[config.mk]
export PLATFORM = sky130hd
export DESIGN_NAME = auto_player
export DESIGN_NICKNAME = d
export VERILOG_FILES = /design/src/rtl/auto_player_pkg.sv /design/src/rtl/auto_song_rom.sv /design/src/rtl/auto_player.sv
export SDC_FILE = /design/constraint.sdc
export NUM_CORES = 1
export LEC_CHECK = 0
export BUFFER_PORTS_ARGS = -buffer_cell sky130_fd_sc_hd__buf_4
export CAP_MARGIN = 20
export CORE_UTILIZATION = 57
export CTS_BUF_LIST = sky130_fd_sc_hd__clkbuf_2
export DETAILED_ROUTE_END_ITERATION = 7
export GPL_ROUTABILITY_DRIVEN = 1
export PLACE_DENSITY_LB_ADDON = 0.15
export RECOVER_POWER = 25
export SYNTH_ARGS = -nofsm -noshare
export SYNTH_HDL_FRONTEND = slang
export SYNTH_HIERARCHICAL = 1
export SYNTH_SLANG_ARGS = --single-unit
[constraint.sdc]
create_clock -name clk -period 3.2 [get_ports clk]
set_input_delay 0.32 -clock clk [delete_from_list [all_inputs] [get_ports clk]]
set_output_delay 0.32 -clock clk [all_outputs]
set_load 0.1 [all_outputs]
[src/rtl/auto_player_pkg.sv]
// Shared constants, types and song contents for the auto player.
package auto_player_pkg;

    // Global mode code and octave codes shared with the rest of the instrument
    localparam logic [2:0] MODE_AUTO  = 3'b011;
    localparam logic [1:0] OCT_NORMAL = 2'b00;
    localparam logic [1:0] LOW_NOTE   = 2'b01;
    localparam logic [1:0] HIGH_NOTE  = 2'b10;

    // Entry layout {note[7:5], octave[4:3], beats[2:0]}
    localparam int NOTE_W    = 3;
    localparam int OCT_W     = 2;
    localparam int BEATS_W   = 3;
    localparam int NUM_SONGS = 4;
    localparam int SONG_W    = 2;
    localparam int IDX_MAX_W = 5;
    localparam int CNT_W     = 32;

    typedef enum logic [1:0] {
        ST_IDLE  = 2'd0,
        ST_FETCH = 2'd1,
        ST_PLAY  = 2'd2,
        ST_GAP   = 2'd3
    } state_t;

    typedef struct packed {
        logic [NOTE_W-1:0]  note;
        logic [OCT_W-1:0]   octave;
        logic [BEATS_W-1:0] beats;
    } entry_t;

    function automatic entry_t mk_entry(input logic [NOTE_W-1:0] n,
                                        input logic [OCT_W-1:0] o,
                                        input logic [BEATS_W-1:0] b);
        mk_entry = '{note: n, octave: o, beats: b};
    endfunction

    // Song table; any entry not listed reads as all-zero, i.e. the end marker
    function automatic entry_t song_entry(input logic [SONG_W-1:0] song,
                                          input logic [IDX_MAX_W-1:0] idx);
        song_entry = '0;
        case ({song, idx})
            {2'd0, 5'd0}: song_entry = mk_entry(3'd3, OCT_NORMAL, 3'd2);
            {2'd1, 5'd0}: song_entry = mk_entry(3'd5, HIGH_NOTE,  3'd1);
            {2'd1, 5'd1}: song_entry = mk_entry(3'd0, OCT_NORMAL, 3'd1);
            {2'd1, 5'd2}: song_entry = mk_entry(3'd1, LOW_NOTE,   3'd2);
            {2'd2, 5'd0}: song_entry = mk_entry(3'd1, OCT_NORMAL, 3'd1);
            {2'd2, 5'd1}: song_entry = mk_entry(3'd2, LOW_NOTE,   3'd1);
            {2'd2, 5'd2}: song_entry = mk_entry(3'd6, HIGH_NOTE,  3'd2);
            {2'd2, 5'd3}: song_entry = mk_entry(3'd7, OCT_NORMAL, 3'd1);
            {2'd3, 5'd0}: song_entry = mk_entry(3'd4, OCT_NORMAL, 3'd3);
            {2'd3, 5'd1}: song_entry = mk_entry(3'd2, HIGH_NOTE,  3'd2);
            default:      song_entry = '0;
        endcase
    endfunction

endpackage

[src/rtl/auto_song_rom.sv]
// Song storage: registered read, one cycle from address to entry.
module auto_song_rom
    import auto_player_pkg::*;
#(
    parameter int IDX_W = 5
)(
    input  logic              i_clk,
    input  logic              i_rst,
    input  logic [SONG_W-1:0] i_song,
    input  logic [IDX_W-1:0]  i_index,
    output entry_t            o_entry
);

    logic [IDX_MAX_W-1:0] w_idx;
    entry_t               r_entry;

    // Widen the entry index to the table's full index width
    always_comb begin
        w_idx              = '0;
        w_idx[IDX_W-1:0]   = i_index;
    end

    // Registered table lookup
    always_ff @(posedge i_clk or posedge i_rst) begin
        if (i_rst) r_entry <= '0;
        else       r_entry <= song_entry(i_song, w_idx);
    end

    assign o_entry = r_entry;

endmodule

[src/rtl/auto_player.sv]
// Automatic song player: steps through a ROM song, timing each note and gap.
module auto_player
    import auto_player_pkg::*;
#(
    parameter int CLK_HZ      = 100_000_000,
    parameter int BEAT_CYCLES = CLK_HZ / 4,
    parameter int GAP_CYCLES  = CLK_HZ / 40,
    parameter int SONG_LEN    = 32
)(
    input  logic        clk,
    input  logic        rst,
    input  logic [2:0]  mode,
    input  logic        start,
    input  logic        pause,
    input  logic [1:0]  song_sel,
    output logic [2:0]  auto_note,
    output logic [1:0]  auto_octave,
    output logic [4:0]  note_index,
    output logic        playing,
    output logic        song_done
);

    localparam int               IDX_W    = (SONG_LEN > 1) ? $clog2(SONG_LEN) : 1;
    localparam logic [IDX_W-1:0] LAST_IDX = IDX_W'(SONG_LEN - 1);
    localparam logic [CNT_W-1:0] BEAT_LEN = CNT_W'(BEAT_CYCLES);
    localparam logic [CNT_W-1:0] GAP_LEN  = CNT_W'(GAP_CYCLES);

    state_t             r_state,  w_state_nxt;
    logic [CNT_W-1:0]   r_cnt,    w_cnt_nxt;
    logic [IDX_W-1:0]   r_index,  w_index_nxt;
    logic [SONG_W-1:0]  r_song,   w_song_nxt;
    logic [NOTE_W-1:0]  r_note,   w_note_nxt;
    logic [OCT_W-1:0]   r_oct,    w_oct_nxt;
    logic               r_hold,   w_hold_nxt;
    logic               w_done_nxt;
    logic [NOTE_W-1:0]  r_auto_note, w_auto_note_nxt;
    logic [OCT_W-1:0]   r_auto_oct,  w_auto_oct_nxt;
    logic               r_playing,   w_playing_nxt;
    logic               r_song_done;
    logic [4:0]         w_index_out;
    entry_t             w_rom;

    // ROM is addressed with the next song/index so the entry is ready in FETCH
    auto_song_rom #(.IDX_W(IDX_W)) u_rom (
        .i_clk   (clk),
        .i_rst   (rst),
        .i_song  (w_song_nxt),
        .i_index (w_index_nxt),
        .o_entry (w_rom)
    );

    // Next-state logic; mode-off beats start, start beats everything else
    always_comb begin
        w_state_nxt = r_state;
        w_cnt_nxt   = r_cnt;
        w_index_nxt = r_index;
        w_song_nxt  = r_song;
        w_note_nxt  = r_note;
        w_oct_nxt   = r_oct;
        w_done_nxt  = 1'b0;
        if (mode != MODE_AUTO) begin
            w_state_nxt = ST_IDLE;
            w_cnt_nxt   = '0;
            w_index_nxt = '0;
        end else if (start) begin
            w_state_nxt = ST_FETCH;
            w_cnt_nxt   = '0;
            w_index_nxt = '0;
            w_song_nxt  = song_sel;
        end else begin
            case (r_state)
                ST_IDLE: begin
                    w_cnt_nxt   = '0;
                    w_index_nxt = '0;
                end
                ST_FETCH: begin
                    if (w_rom.beats == '0) begin
                        w_state_nxt = ST_IDLE;
                        w_done_nxt  = 1'b1;
                        w_index_nxt = '0;
                        w_cnt_nxt   = '0;
                    end else begin
                        w_state_nxt = ST_PLAY;
                        w_note_nxt  = w_rom.note;
                        w_oct_nxt   = w_rom.octave;
                        w_cnt_nxt   = CNT_W'(w_rom.beats) * BEAT_LEN;
                    end
                end
                ST_PLAY: begin
                    if (!r_hold) begin
                        if (r_cnt <= CNT_W'(1)) begin
                            w_state_nxt = ST_GAP;
                            w_cnt_nxt   = GAP_LEN;
                        end else begin
                            w_cnt_nxt   = r_cnt - CNT_W'(1);
                        end
                    end
                end
                ST_GAP: begin
                    if (!r_hold) begin
                        if (r_cnt <= CNT_W'(1)) begin
                            w_cnt_nxt = '0;
                            if (r_index == LAST_IDX) begin
                                w_state_nxt = ST_IDLE;
                                w_done_nxt  = 1'b1;
                                w_index_nxt = '0;
                            end else begin
                                w_state_nxt = ST_FETCH;
                                w_index_nxt = r_index + IDX_W'(1);
                            end
                        end else begin
                            w_cnt_nxt = r_cnt - CNT_W'(1);
                        end
                    end
                end
                default: begin
                    w_state_nxt = ST_IDLE;
                    w_cnt_nxt   = '0;
                    w_index_nxt = '0;
                end
            endcase
        end
    end

    // Output decode from the next state; a paused cycle is muted and frozen together
    always_comb begin
        w_hold_nxt      = pause && ((w_state_nxt == ST_PLAY) || (w_state_nxt == ST_GAP));
        w_auto_note_nxt = '0;
        w_auto_oct_nxt  = '0;
        if (w_state_nxt == ST_PLAY) begin
            w_auto_oct_nxt = w_oct_nxt;
            if (!w_hold_nxt) w_auto_note_nxt = w_note_nxt;
        end
        w_playing_nxt = (w_state_nxt != ST_IDLE);
    end

    // State, counters and registered outputs
    always_ff @(posedge clk or posedge rst) begin
        if (rst) begin
            r_state     <= ST_IDLE;
            r_cnt       <= '0;
            r_index     <= '0;
            r_song      <= '0;
            r_note      <= '0;
            r_oct       <= '0;
            r_hold      <= 1'b0;
            r_auto_note <= '0;
            r_auto_oct  <= '0;
            r_playing   <= 1'b0;
            r_song_done <= 1'b0;
        end else begin
            r_state     <= w_state_nxt;
            r_cnt       <= w_cnt_nxt;
            r_index     <= w_index_nxt;
            r_song      <= w_song_nxt;
            r_note      <= w_note_nxt;
            r_oct       <= w_oct_nxt;
            r_hold      <= w_hold_nxt;
            r_auto_note <= w_auto_note_nxt;
            r_auto_oct  <= w_auto_oct_nxt;
            r_playing   <= w_playing_nxt;
            r_song_done <= w_done_nxt;
        end
    end

    // Present the entry index at the fixed 5-bit port width
    always_comb begin
        w_index_out            = '0;
        w_index_out[IDX_W-1:0] = r_index;
    end

    assign auto_note   = r_auto_note;
    assign auto_octave = r_auto_oct;
    assign note_index  = w_index_out;
    assign playing     = r_playing;
    assign song_done   = r_song_done;

endmodule
==> flow_summary_export.csv, run 1 <==
group,metric,value,unit
logic_synthesis,synth-edff-count,0,
timing,maxSlewViolCount,0,
logic_synthesis,synth-simple-area-share,25.3,%
critical_path,path_class,"reg2reg",
layout,final_layout_size_suffix_gt1_share,15.0,%
route,drc_errors,0,
grt,antenna_found_initial,0,
logic_synthesis,synthXorXnorAreaFrac,3.69,%
floorplanning,coreArea,6830,um^2
timing,hold_viol_final,0,
timing,clock_skew,0.0349,ns
floorplanning,dieArea,7420,um^2
route,dr.pass1.iters,6,
critical_path,crit_path_max_fanout,10,
logic_synthesis,yosys.area_share.adder,5.83,%
route,drtIter0Drc,363,
power_and_ir_drop,vdd.ir_drop.worst,0.465,mV
status,outcome,"finished, final reports clean",
timing,relSlewSlack,11.7,%
logic_synthesis,synthMuxAreaShare,0.558,%
place,dp_slack,0.195,ns
timing,fin_crit,3.01,ns
route,antenna_left,0,
route,route.vias.total,3757,
clock_tree,clkSinkCount,61,
place,hpwl,7880,um
critical_path,arrival,3.49,ns
timing,worst-slew-pin-transition,1.32,ns
grt,grt_pass1_vias,3546,
route,avgViaCountPerCell,6.46,
logic_synthesis,synth_top_family_by_area,"simple AND/OR/NAND/NOR gates",
critical_path,cp.required,3.68,ns
clock_tree,htreeDepth,3,
timing,setup_tns,0,ns
timing,clock.fmax,332,MHz
route,post_drt_wl_per_cell,18.5,um
place,dp.cells,564,
logic_synthesis,synth_warnings,6,
layout,num-nets-final,507,
logic_synthesis,synth_compound_area_share,22.3,%
clock_tree,cts_buffers,9,
power_and_ir_drop,power_leakage,2.20,nW
timing,finalSetupViolCount,0,
grt,track_usage,31.2,%
logic_synthesis,synthCells,453,
logic_synthesis,syn_nets,479,
place,gp_congestion,0.888,
floorplanning,pin_count,21,
layout,area_growth,11.4,%
clock_tree,cts_buffer_depth,2,
logic_synthesis,syn_avg_cell_area,8.91,um^2
logic_synthesis,syn_area,4040,um^2
floorplanning,dieHeight,86.2,um
critical_path,crit_path_end_kind,"register",
timing,setup_ws,0.186,ns
clock_tree,clk_latency,0.52,ns
clock_tree,clockRootBuffer,"clkbuf_2",
power_and_ir_drop,power_density,519,nW/um^2
layout,insertedDiodeCount,0,
floorplanning,rows,30,
logic_synthesis,synth.distinct_cells,68,
route,totalWireLength,10800,um
power_and_ir_drop,power,2.33,mW
flow_run,cap_violations,0,
clock_tree,cts_tree,"yes",
logic_synthesis,yosysSeqAreaShare,37.8,%
logic_synthesis,ys_seq_elements,61,
clock_tree,clk_pin_slew,0.20,ns
grt,grt_pass1_wl,17900,um
grt,grt_max_degree,35,
worst_hold_path,hold_class,"in2reg",
logic_synthesis,synth_ff_type,"dfrtp_1",
critical_path,cp-start-kind,"register",
timing,rsz0062_at_grt,"false",
layout,layout.cells.non_filler,582,
layout,fin_util,65.8,%
clock_tree,cts_setup_buffers,0,
place,portBuffers,20,
floorplanning,chipWidth,86.2,um
logic_synthesis,async_reset_ff_share,100,%
grt,grt-ovfl-total,0,
timing,fin_crit_sh,94.2,%
floorplanning,start_util,59.1,%
routing by layer:
layer | track usage [%] | part of all wire (%) | vias up
li1 | - | - | 1767
met1 | 44.3 | 45 | 1819
met2 | 46.5 | 45 | 144
met3 | 6.64 | 7.5 | 27
met4 | 12.4 | 2.9 | 0
met5 | 0 | 0 | -
power by group:
part / total (mW) / internal, mW / switching [mW] / leakage (nW)
sequential: 0.827 / 0.805 / 0.0213 / 0.834
combinational: 1.02 / 0.405 / 0.619 / 1.30
clock: 0.482 / 0.174 / 0.308 / 0.0630
logic make-up after synthesis:
| family | count (synthesis) |
|---|---|
| multiplexers | 2 |
| XOR/XNOR | 17 |
| flip-flops | 61 |
| adder cells (fa/ha/maj) | 17 |
| other | 1 |
| AO/OA/AOI/OAI | 133 |
| AND/OR/NAND/NOR | 183 |
| buffers and inverters | 39 |
cells in the mapped netlist (10+ instances only):
cell	count	area, um^2
nand3_1	20	100
or3_1	13	81.3
nor3_1	15	75.1
a21o_1	12	90.1
nor2_1	27	101
clkbuf_1	21	78.8
ha_1	14	175
xor2_1	10	87.6
a21oi_1	30	150
a31oi_1	10	62.6
nand2_1	39	146
nor4_1	12	75.1
dfrtp_1	61	1530
o21ai_0	17	85.1
layout make-up:
cell class / instances / area (um^2)
multi-input combinational: 353 / 2350
clock inverter: 7 / 66.3
sequential: 61 / 1530
clock buffer: 9 / 45.0
timing repair buffer: 47 / 354
inverter: 9 / 33.8
tap: 96 / 120
fill: 571 / 2330
registers in the layout (all words and copies together) (netlist names):
name	count
r_state	2
note_index	5
auto_octave	2
r_note	3
r_oct	2
song_done	1
r_hold	1
u_rom/o_entry	7
r_cnt	32
r_song	2
playing	1
auto_note	3
worst paths after layout:
| check | startpoint | end | slack (ns) | cells after the start |
|---|---|---|---|---|
| min in group asynchronous | rst | u_rom/o_entry[1] | 0.24 | 3 |
| max | r_cnt[28] | u_rom/o_entry[4] | 0.19 | 10 |
| min reg2reg | u_rom/o_entry[7] | r_note[2] | 0.49 | 2 |
| max in group asynchronous | rst | r_cnt[26] | 1.64 | 4 |
| min | pause | r_hold | 0.09 | 2 |
| max reg2reg | r_cnt[28] | u_rom/o_entry[4] | 0.19 | 10 |
repair_timing:
action / CTS / global route
setup endpoints to repair: 0 / 6
hold buffers: 2 / 0
resized for setup: 0 / 3
hold endpoints to repair: 41 / 0
worst max-delay path, stage by stage, from the launching register on:
cell and delay (ns):
dfrtp_1 0.48, or4_1 0.60, nor4_2 0.34, and4b_1 0.27, buf_4 0.18, a21oi_1 0.07, o21ai_0 0.16, a21oi_1 0.09
or3_1 0.48, a21oi_1 0.17, o21a_1 0.13
per-stage QoR:
| step | hold WS [ns] | instance area (um^2) |
|---|---|---|
| 6_report | 0.0929 | 4500 |
| 5_1_grt | 0.0680 | 4500 |
| 4_1_cts | 0.0851 | 4480 |
| 3_5_place_dp | 0.290 | 4350 |
| 3_3_place_gp | 0.285 | 4340 |
| 2_1_floorplan | 0.123 | 4040 |
cells in the final DEF (no fill, tap or decap), types with 3 or more instances in the layout:
| master | synthesis | routed |
|---|---|---|
| and3_1 | 5 | 5 |
| or3_1 | 13 | 13 |
| a211o_1 | 3 | 3 |
| ha_1 | 14 | 14 |
| o21bai_1 | 4 | 4 |
| nor4_1 | 12 | 11 |
| buf_4 | 1 | 44 |
| a21o_1 | 12 | 12 |
| nor3_1 | 15 | 15 |
| o21ai_0 | 17 | 17 |
| a31oi_1 | 10 | 10 |
| nand2_1 | 39 | 39 |
| nand4_1 | 5 | 5 |
| nand3b_1 | 3 | 3 |
| o21ai_1 | 9 | 9 |
| clkbuf_2 | 1 | 9 |
| or4_1 | 7 | 7 |
| a32oi_1 | 5 | 5 |
| dfrtp_1 | 61 | 61 |
| a21oi_1 | 30 | 30 |
| nor2b_1 | 5 | 5 |
| nor4bb_1 | 3 | 3 |
| xnor2_1 | 7 | 7 |
| a22oi_1 | 3 | 3 |
| nand3_1 | 20 | 20 |
| and2_1 | 5 | 5 |
| nor2_1 | 27 | 27 |
| a221o_1 | 8 | 8 |
| inv_1 | 9 | 9 |
| a211oi_1 | 6 | 5 |
| o211ai_1 | 4 | 4 |
| fa_1 | 3 | 3 |
| xor2_1 | 10 | 10 |
| o41ai_1 | 4 | 3 |
| nand2b_1 | 5 | 5 |
(Power assumes the default switching activity.)
==> run 2, diff against run 1 <==
--- a/config.mk
+++ b/config.mk
@@ -5,12 +5,14 @@
 export SDC_FILE = /design/constraint.sdc
 export NUM_CORES = 1
 export LEC_CHECK = 0
-export BUFFER_PORTS_ARGS = -buffer_cell sky130_fd_sc_hd__buf_4
 export CAP_MARGIN = 20
+export CORE_ASPECT_RATIO = 1.5
 export CORE_UTILIZATION = 57
 export CTS_BUF_LIST = sky130_fd_sc_hd__clkbuf_2
 export DETAILED_ROUTE_END_ITERATION = 7
+export DONT_BUFFER_PORTS = 1
 export GPL_ROUTABILITY_DRIVEN = 1
+export HOLD_SLACK_MARGIN = 0.02
 export PLACE_DENSITY_LB_ADDON = 0.15
 export RECOVER_POWER = 25
 export SYNTH_ARGS = -nofsm -noshare
==> flow_summary_export.csv, run 2 (synthesized netlist as in run 1, its figures left out) <==
group,metric,value,unit
place,hpwl,8110,um
timing,fin_crit,3.08,ns
clock_tree,cts_buffers,9,
layout,fin_util,64.8,%
timing,relSlewSlack,-15.0,%
layout,num-nets-final,498,
grt,grt_pass1_wl,17700,um
clock_tree,clkSinkCount,61,
status,violations,"max-capacitance violations, max-slew violations",
place,dp_slack,0.117,ns
critical_path,crit_family,"simple AND/OR/NAND/NOR gates",
clock_tree,clk_latency,0.54,ns
timing,clock_skew,0.0288,ns
timing,hold_viol_final,0,
timing,clock.fmax,325,MHz
floorplanning,rows,37,
critical_path,path_buf_inv,1,
critical_path,cpMostUsedCell,"a21oi_1",
power_and_ir_drop,vdd.ir_drop.worst,0.494,mV
clock_tree,cts_buffer_depth,2,
floorplanning,start_util,58.9,%
route,avgViaCountPerCell,6.80,
power_and_ir_drop,power_leakage,2.18,nW
route,drc_errors,0,
critical_path,cp_cell_sequence,"or4_1 > nor4_2 > and4b_2 > buf_4 > a21oi_1 > o21ai_0 > a21oi_1 > or3_1 > a21oi_1 > o21a_1",
worst_hold_path,hold_class,"in2reg",
critical_path,crit_path_max_fanout,7,
grt,antenna_found_initial,0,
layout,mostFrequentLayoutCell,"dfrtp_1",
route,post_drt_wl_per_cell,19.8,um
critical_path,critical-path-max-stage-delay,0.57,ns
route,antenna_left,0,
worst_hold_path,hp-start,"pause",
timing,fin_crit_sh,96.1,%
critical_path,cp.required,3.69,ns
status,outcome,"finished, violations left",
critical_path,path_class,"reg2reg",
place,gp_congestion,0.922,
clock_tree,cts_tree,"yes",
power_and_ir_drop,switching_share,38.7,%
clock_tree,clockRootBuffer,"clkbuf_2",
timing,setup_ws,0.123,ns
power_and_ir_drop,p_int,1.46,mW
route,totalWireLength,11000,um
critical_path,startpoint,"r_cnt[29]",
grt,grt_pass1_vias,3668,
layout,insertedDiodeCount,0,
critical_path,r2r_start,"r_cnt[29]",
critical_path,cp-start-kind,"register",
floorplanning,dieArea,7430,um^2
floorplanning,chipWidth,70.7,um
route,dr.pass1.iters,6,
power_and_ir_drop,clockPowerShare,23.0,%
clock_tree,htreeDepth,3,
grt,grt-ovfl-total,0,
layout,area_growth,9.89,%
clock_tree,clk_pin_slew,0.18,ns
layout,final_layout_size_suffix_gt1_share,12.4,%
layout,top_register,"r_cnt",
flow_run,cap_violations,1,
power_and_ir_drop,combPwrFrac,42.4,%
power_and_ir_drop,seq_power_share,34.7,%
floorplanning,coreArea,6850,um^2
timing,finalSetupViolCount,0,
critical_path,worst_path_max_delay_cell,"or4_1",
grt,grt_max_degree,45,
grt,track_usage,31.0,%
critical_path,arrival,3.57,ns
timing,maxSlewViolCount,45,
power_and_ir_drop,power_density,536,nW/um^2
timing,worst-slew-pin-transition,1.72,ns
critical_path,crit_path_end_kind,"register",
layout,largest_reg_flops,32,
route,route.vias.total,3773,
route,drtIter0Drc,341,
floorplanning,pin_count,21,
power_and_ir_drop,switchingPower,0.921,mW
floorplanning,dieHeight,105,um
layout,most-common-layout-cells,"dfrtp_1 (61), nand2_1 (39), a21oi_1 (30), buf_4 (30), nor2_1 (27)",
place,portBuffers,0,
-- run 2: changes by cell type in the layout (fill, tap and decap cells not counted), moves of 2 or more --
cell           change
mux2_1             +2
dlygate4sd3_1      +5
buf_4             -14
clkinvlp_4         -2
mux2_2             -2
-- run 2: per-layer routing --
metal	share of wire (%)	wire [um]	vias up	global-route usage [%]
met2	53	5820	160	55.3
met4	5.0	553	0	18.7
li1	-	-	1749	-
met5	0	0	-	0
met1	37	4080	1816	33.8
met3	4.8	530	48	5.21
-- run 2: power groups by stage --
stage               clock network [mW]  logic [mW]  registers [mW]
finish                           0.546        1.01           0.825
CTS                              0.550       0.974           0.825
global route                     0.579        1.10           0.830
floorplan                            0       0.715           0.843
global placement                     0       0.961           0.840
detailed placement                   0       0.964           0.840
-- run 2: timing repair --
| action | in CTS | in global routing |
|---|---|---|
| endpoints found under the hold margin | 53 | 1 |
| setup buffers | 0 | 1 |
| hold buffers | 6 | 1 |
| setup endpoints to repair | 0 | 7 |
| gates resized for setup | 0 | 4 |
-- run 2: area by class of cell --
class / instances / area (um^2)
Clock inverter: 6 / 77.6
Clock buffer: 10 / 50.0
Inverter: 9 / 33.8
Tap cell: 78 / 97.6
Sequential cell: 61 / 1530
Fill cell: 569 / 2410
Timing Repair Buffer: 38 / 300
Multi-Input combinational cell: 353 / 2350
-- run 2: through the flow --
step                hold slack, ns  setup TNS (ns)  power [mW]  std cells  cell area [um^2]
finish                      0.0805               0        2.38        555              4440
global route                0.0410         -0.0181        2.51        555              4440
CTS                         0.0208               0        2.35        553              4400
detailed placement           0.153               0        1.80        531              4210
global placement             0.152               0        1.80        530              4210
floorplan                    0.123               0        1.56        453              4040
-- run 2: worst register-to-register path: stages, from the launching register on --
cell	delay [ns]
dfrtp_1	0.46
or4_1	0.57
nor4_2	0.36
and4b_2	0.36
buf_4	0.17
a21oi_1	0.06
o21ai_0	0.16
a21oi_1	0.09
or3_1	0.49
a21oi_1	0.18
o21a_1	0.13
-- run 2: final timing paths --
path                                    end  slack, ns  depth (start not counted)
max in group asynchronous        r_state[1]       1.42                          3
setup reg to reg           u_rom/o_entry[4]       0.12                         10
hold reg to reg                    r_oct[0]       0.49                          2
min in group asynchronous  u_rom/o_entry[1]       0.15                          2
hold / removal                 auto_note[0]       0.08                          3
setup / recovery           u_rom/o_entry[4]       0.12                         10
==> run 3, diff against run 2 <==
--- a/config.mk
+++ b/config.mk
@@ -5,6 +5,7 @@
 export SDC_FILE = /design/constraint.sdc
 export NUM_CORES = 1
 export LEC_CHECK = 0
+export ABC_AREA = 1
 export CAP_MARGIN = 20
 export CORE_ASPECT_RATIO = 1.5
 export CORE_UTILIZATION = 57
==> flow_summary_export.csv, run 3 <==
group,metric,value,unit
critical_path,cp.required,3.68,ns
logic_synthesis,synth_top_area_cell,"dfrtp_1",
route,totalWireLength,11900,um
logic_synthesis,synth_ff_type,"dfrtp_1",
place,gp_congestion,0.963,
timing,fin_crit,2.84,ns
clock_tree,cts_buffer_depth,2,
grt,grt_pass1_vias,4104,
grt,grt_pass1_wl,19000,um
layout,insertedDiodeCount,0,
layout,area_growth,7.93,%
route,avgViaCountPerCell,5.55,
logic_synthesis,syn_nets,648,
critical_path,cpMostUsedCell,"nand2_1",
flow_run,cap_violations,0,
logic_synthesis,ys_seq_elements,61,
timing,setup_ws,0.357,ns
clock_tree,cts_buffers,9,
grt,antenna_found_initial,0,
critical_path,path_class,"reg2reg",
logic_synthesis,async_reset_ff_share,100,%
grt,grt_max_degree,36,
logic_synthesis,yosysSeqAreaShare,34.1,%
floorplanning,rows,39,
critical_path,critical-path-max-stage-delay,0.63,ns
route,drc_errors,0,
clock_tree,clk_pin_slew,0.20,ns
logic_synthesis,netlist_top_cells_area,"dfrtp_1 (34%), nand2_1 (14%), nor2_1 (6.2%), inv_1 (5.7%), nand3_1 (5.0%)",
route,antenna_left,0,
timing,hold_viol_final,0,
clock_tree,clkSinkCount,61,
route,post_drt_wl_per_cell,15.9,um
critical_path,reg2reg_slack,0.36,ns
timing,finalSetupViolCount,0,
worst_hold_path,hold_end,"r_state[0]",
critical_path,r2r_start,"u_rom/o_entry[0]",
place,hpwl,9250,um
timing,clock_skew,0.0223,ns
timing,clock.fmax,352,MHz
floorplanning,start_util,58.9,%
clock_tree,cts-resized-gates,0,
place,dp_slack,0.443,ns
floorplanning,chipWidth,74.4,um
critical_path,r2r-end,"r_cnt[19]",
layout,mostFrequentLayoutCell,"nand2_1",
logic_synthesis,synth_top_area_share,34.1,%
clock_tree,clk_latency,0.53,ns
floorplanning,dieHeight,111,um
floorplanning,pin_count,21,
timing,worst-slew-pin-transition,1.36,ns
power_and_ir_drop,power_leakage,2.64,nW
critical_path,arrival,3.32,ns
timing,setup_tns,0,ns
worst_hold_path,hp-start,"start",
power_and_ir_drop,power,2.30,mW
timing,maxSlewViolCount,0,
layout,largest_reg_flops,32,
clock_tree,htreeDepth,3,
worst_hold_path,hold_depth,6,
logic_synthesis,syn_area,4480,um^2
critical_path,crit_path_end_kind,"register",
logic_synthesis,syn_avg_cell_area,7.20,um^2
grt,track_usage,30.6,%
floorplanning,coreArea,7610,um^2
layout,most-common-layout-cells,"nand2_1 (164), nor2_1 (74), inv_1 (68)",
timing,rsz0062_at_grt,"false",
logic_synthesis,synth_warnings,6,
logic_synthesis,synthTopCellsByCount,"nand2_1 (164), nor2_1 (74), inv_1 (68), dfrtp_1 (61), nand3_1 (45)",
floorplanning,dieArea,8230,um^2
grt,grt-ovfl-total,0,
logic_synthesis,yosysMostFrequentCell,"nand2_1",
route,dr.pass1.iters,6,
critical_path,worst_path_max_delay_cell,"fa_1",
power_and_ir_drop,power_density,476,nW/um^2
clock_tree,cts_setup_buffers,0,
layout,n_fill_cell,719,
critical_path,r2r_cells,11,
critical_path,cp_cell_sequence,"fa_1 > ha_1 > fa_1 > inv_1 > o21ai_0 > a21boi_0 > nand2_1 > nand2_1 > o22ai_1 > nand2_1 > nand2_1",
logic_synthesis,synth.distinct_cells,45,
timing,relSlewSlack,9.34,%
route,route.vias.total,4156,
critical_path,cp-start-kind,"register",
clock_tree,hold_buffers,6,
clock_tree,clockRootBuffer,"clkbuf_2",
route,drtIter0Drc,298,
place,portBuffers,0,
power_and_ir_drop,vdd.ir_drop.worst,0.390,mV
timing,fin_crit_sh,88.9,%
clock_tree,cts_tree,"yes",
layout,final_layout_size_suffix_gt1_share,14.5,%
worst_hold_path,hold_class,"in2reg",
logic_synthesis,synthCells,622,
status,outcome,"finished, final reports clean",
logic_synthesis,synth-edff-count,0,
critical_path,crit_path_max_fanout,5,
layout,fin_util,63.5,%
layout,num-nets-final,668,
layout,top_register,"r_cnt",
-- run 3: worst max-delay path by stage --
stage / endpoint / cells past startpoint / start / slack (ns)
global route: r_cnt[25] / 13 / u_rom/o_entry[0] / 0.17
global placement: u_rom/o_entry[1] / 17 / r_cnt[0] / 0.51
CTS: r_cnt[19] / 11 / u_rom/o_entry[0] / 0.38
detailed placement: r_cnt[19] / 11 / u_rom/o_entry[0] / 0.44
floorplan: u_rom/o_entry[4] / 13 / note_index[0] / 0.51
finish: r_cnt[19] / 11 / u_rom/o_entry[0] / 0.36
-- run 3: per-stage QoR --
step           hold WS [ns]  std cells  instance area, um^2
2_1_floorplan         0.123        622                 4480
3_3_place_gp          0.162        727                 4640
3_5_place_dp          0.166        727                 4640
4_1_cts              0.0980        749                 4840
5_1_grt               0.129        749                 4840
6_report              0.120        749                 4840
-- run 3: where the power goes --
part | leakage (nW) | switching (mW) | internal [mW]
clock network | 0.0859 | 0.322 | 0.262
logic | 1.72 | 0.577 | 0.303
registers | 0.833 | 0.0292 | 0.807
-- run 3: critical path: cells and delay by family (launching register included) --
kind | cells | cell delay, ns
DFF | 1 | 0.50
buffers and inverters | 1 | 0.09
AOI/OAI and AO/OA | 3 | 0.73
and+or+nand+nor | 4 | 0.28
adders and majority gates | 3 | 1.18
-- run 3: metal layers --
layer / up-vias / track usage, % / wire, um
met5: - / 0 / 0
met3: 48 / 5.02 / 499
met4: 0 / 13.5 / 470
met2: 141 / 56.5 / 6500
li1: 2027 / - / -
met1: 1940 / 32.4 / 4450
-- run 3: kinds of logic (layout without fill, tap and decap cells) --
kind of cell	after synthesis	after routing	synth area share, %
AO/OA/AOI/OAI	81	81	10.6
XOR/XNOR	19	19	3.88
adder cells (fa/ha/maj)	17	17	5.25
buffers and inverters	85	110	7.54
flip-flops	61	61	34.1
multiplexers	2	2	0.503
other	1	1	0.0837
AND/OR/NAND/NOR	356	356	38.0
-- run 3: area by class of cell --
type,instances,area (um^2),share of cell area [%]
multi-input combinational,476,2620,54.1
sequential,61,1530,31.6
inverter,78,293,6.05
timing repair buffer,16,135,2.79
tap,102,128,2.64
clock inverter,6,87.6,1.81
clock buffer,10,50.0,1.03
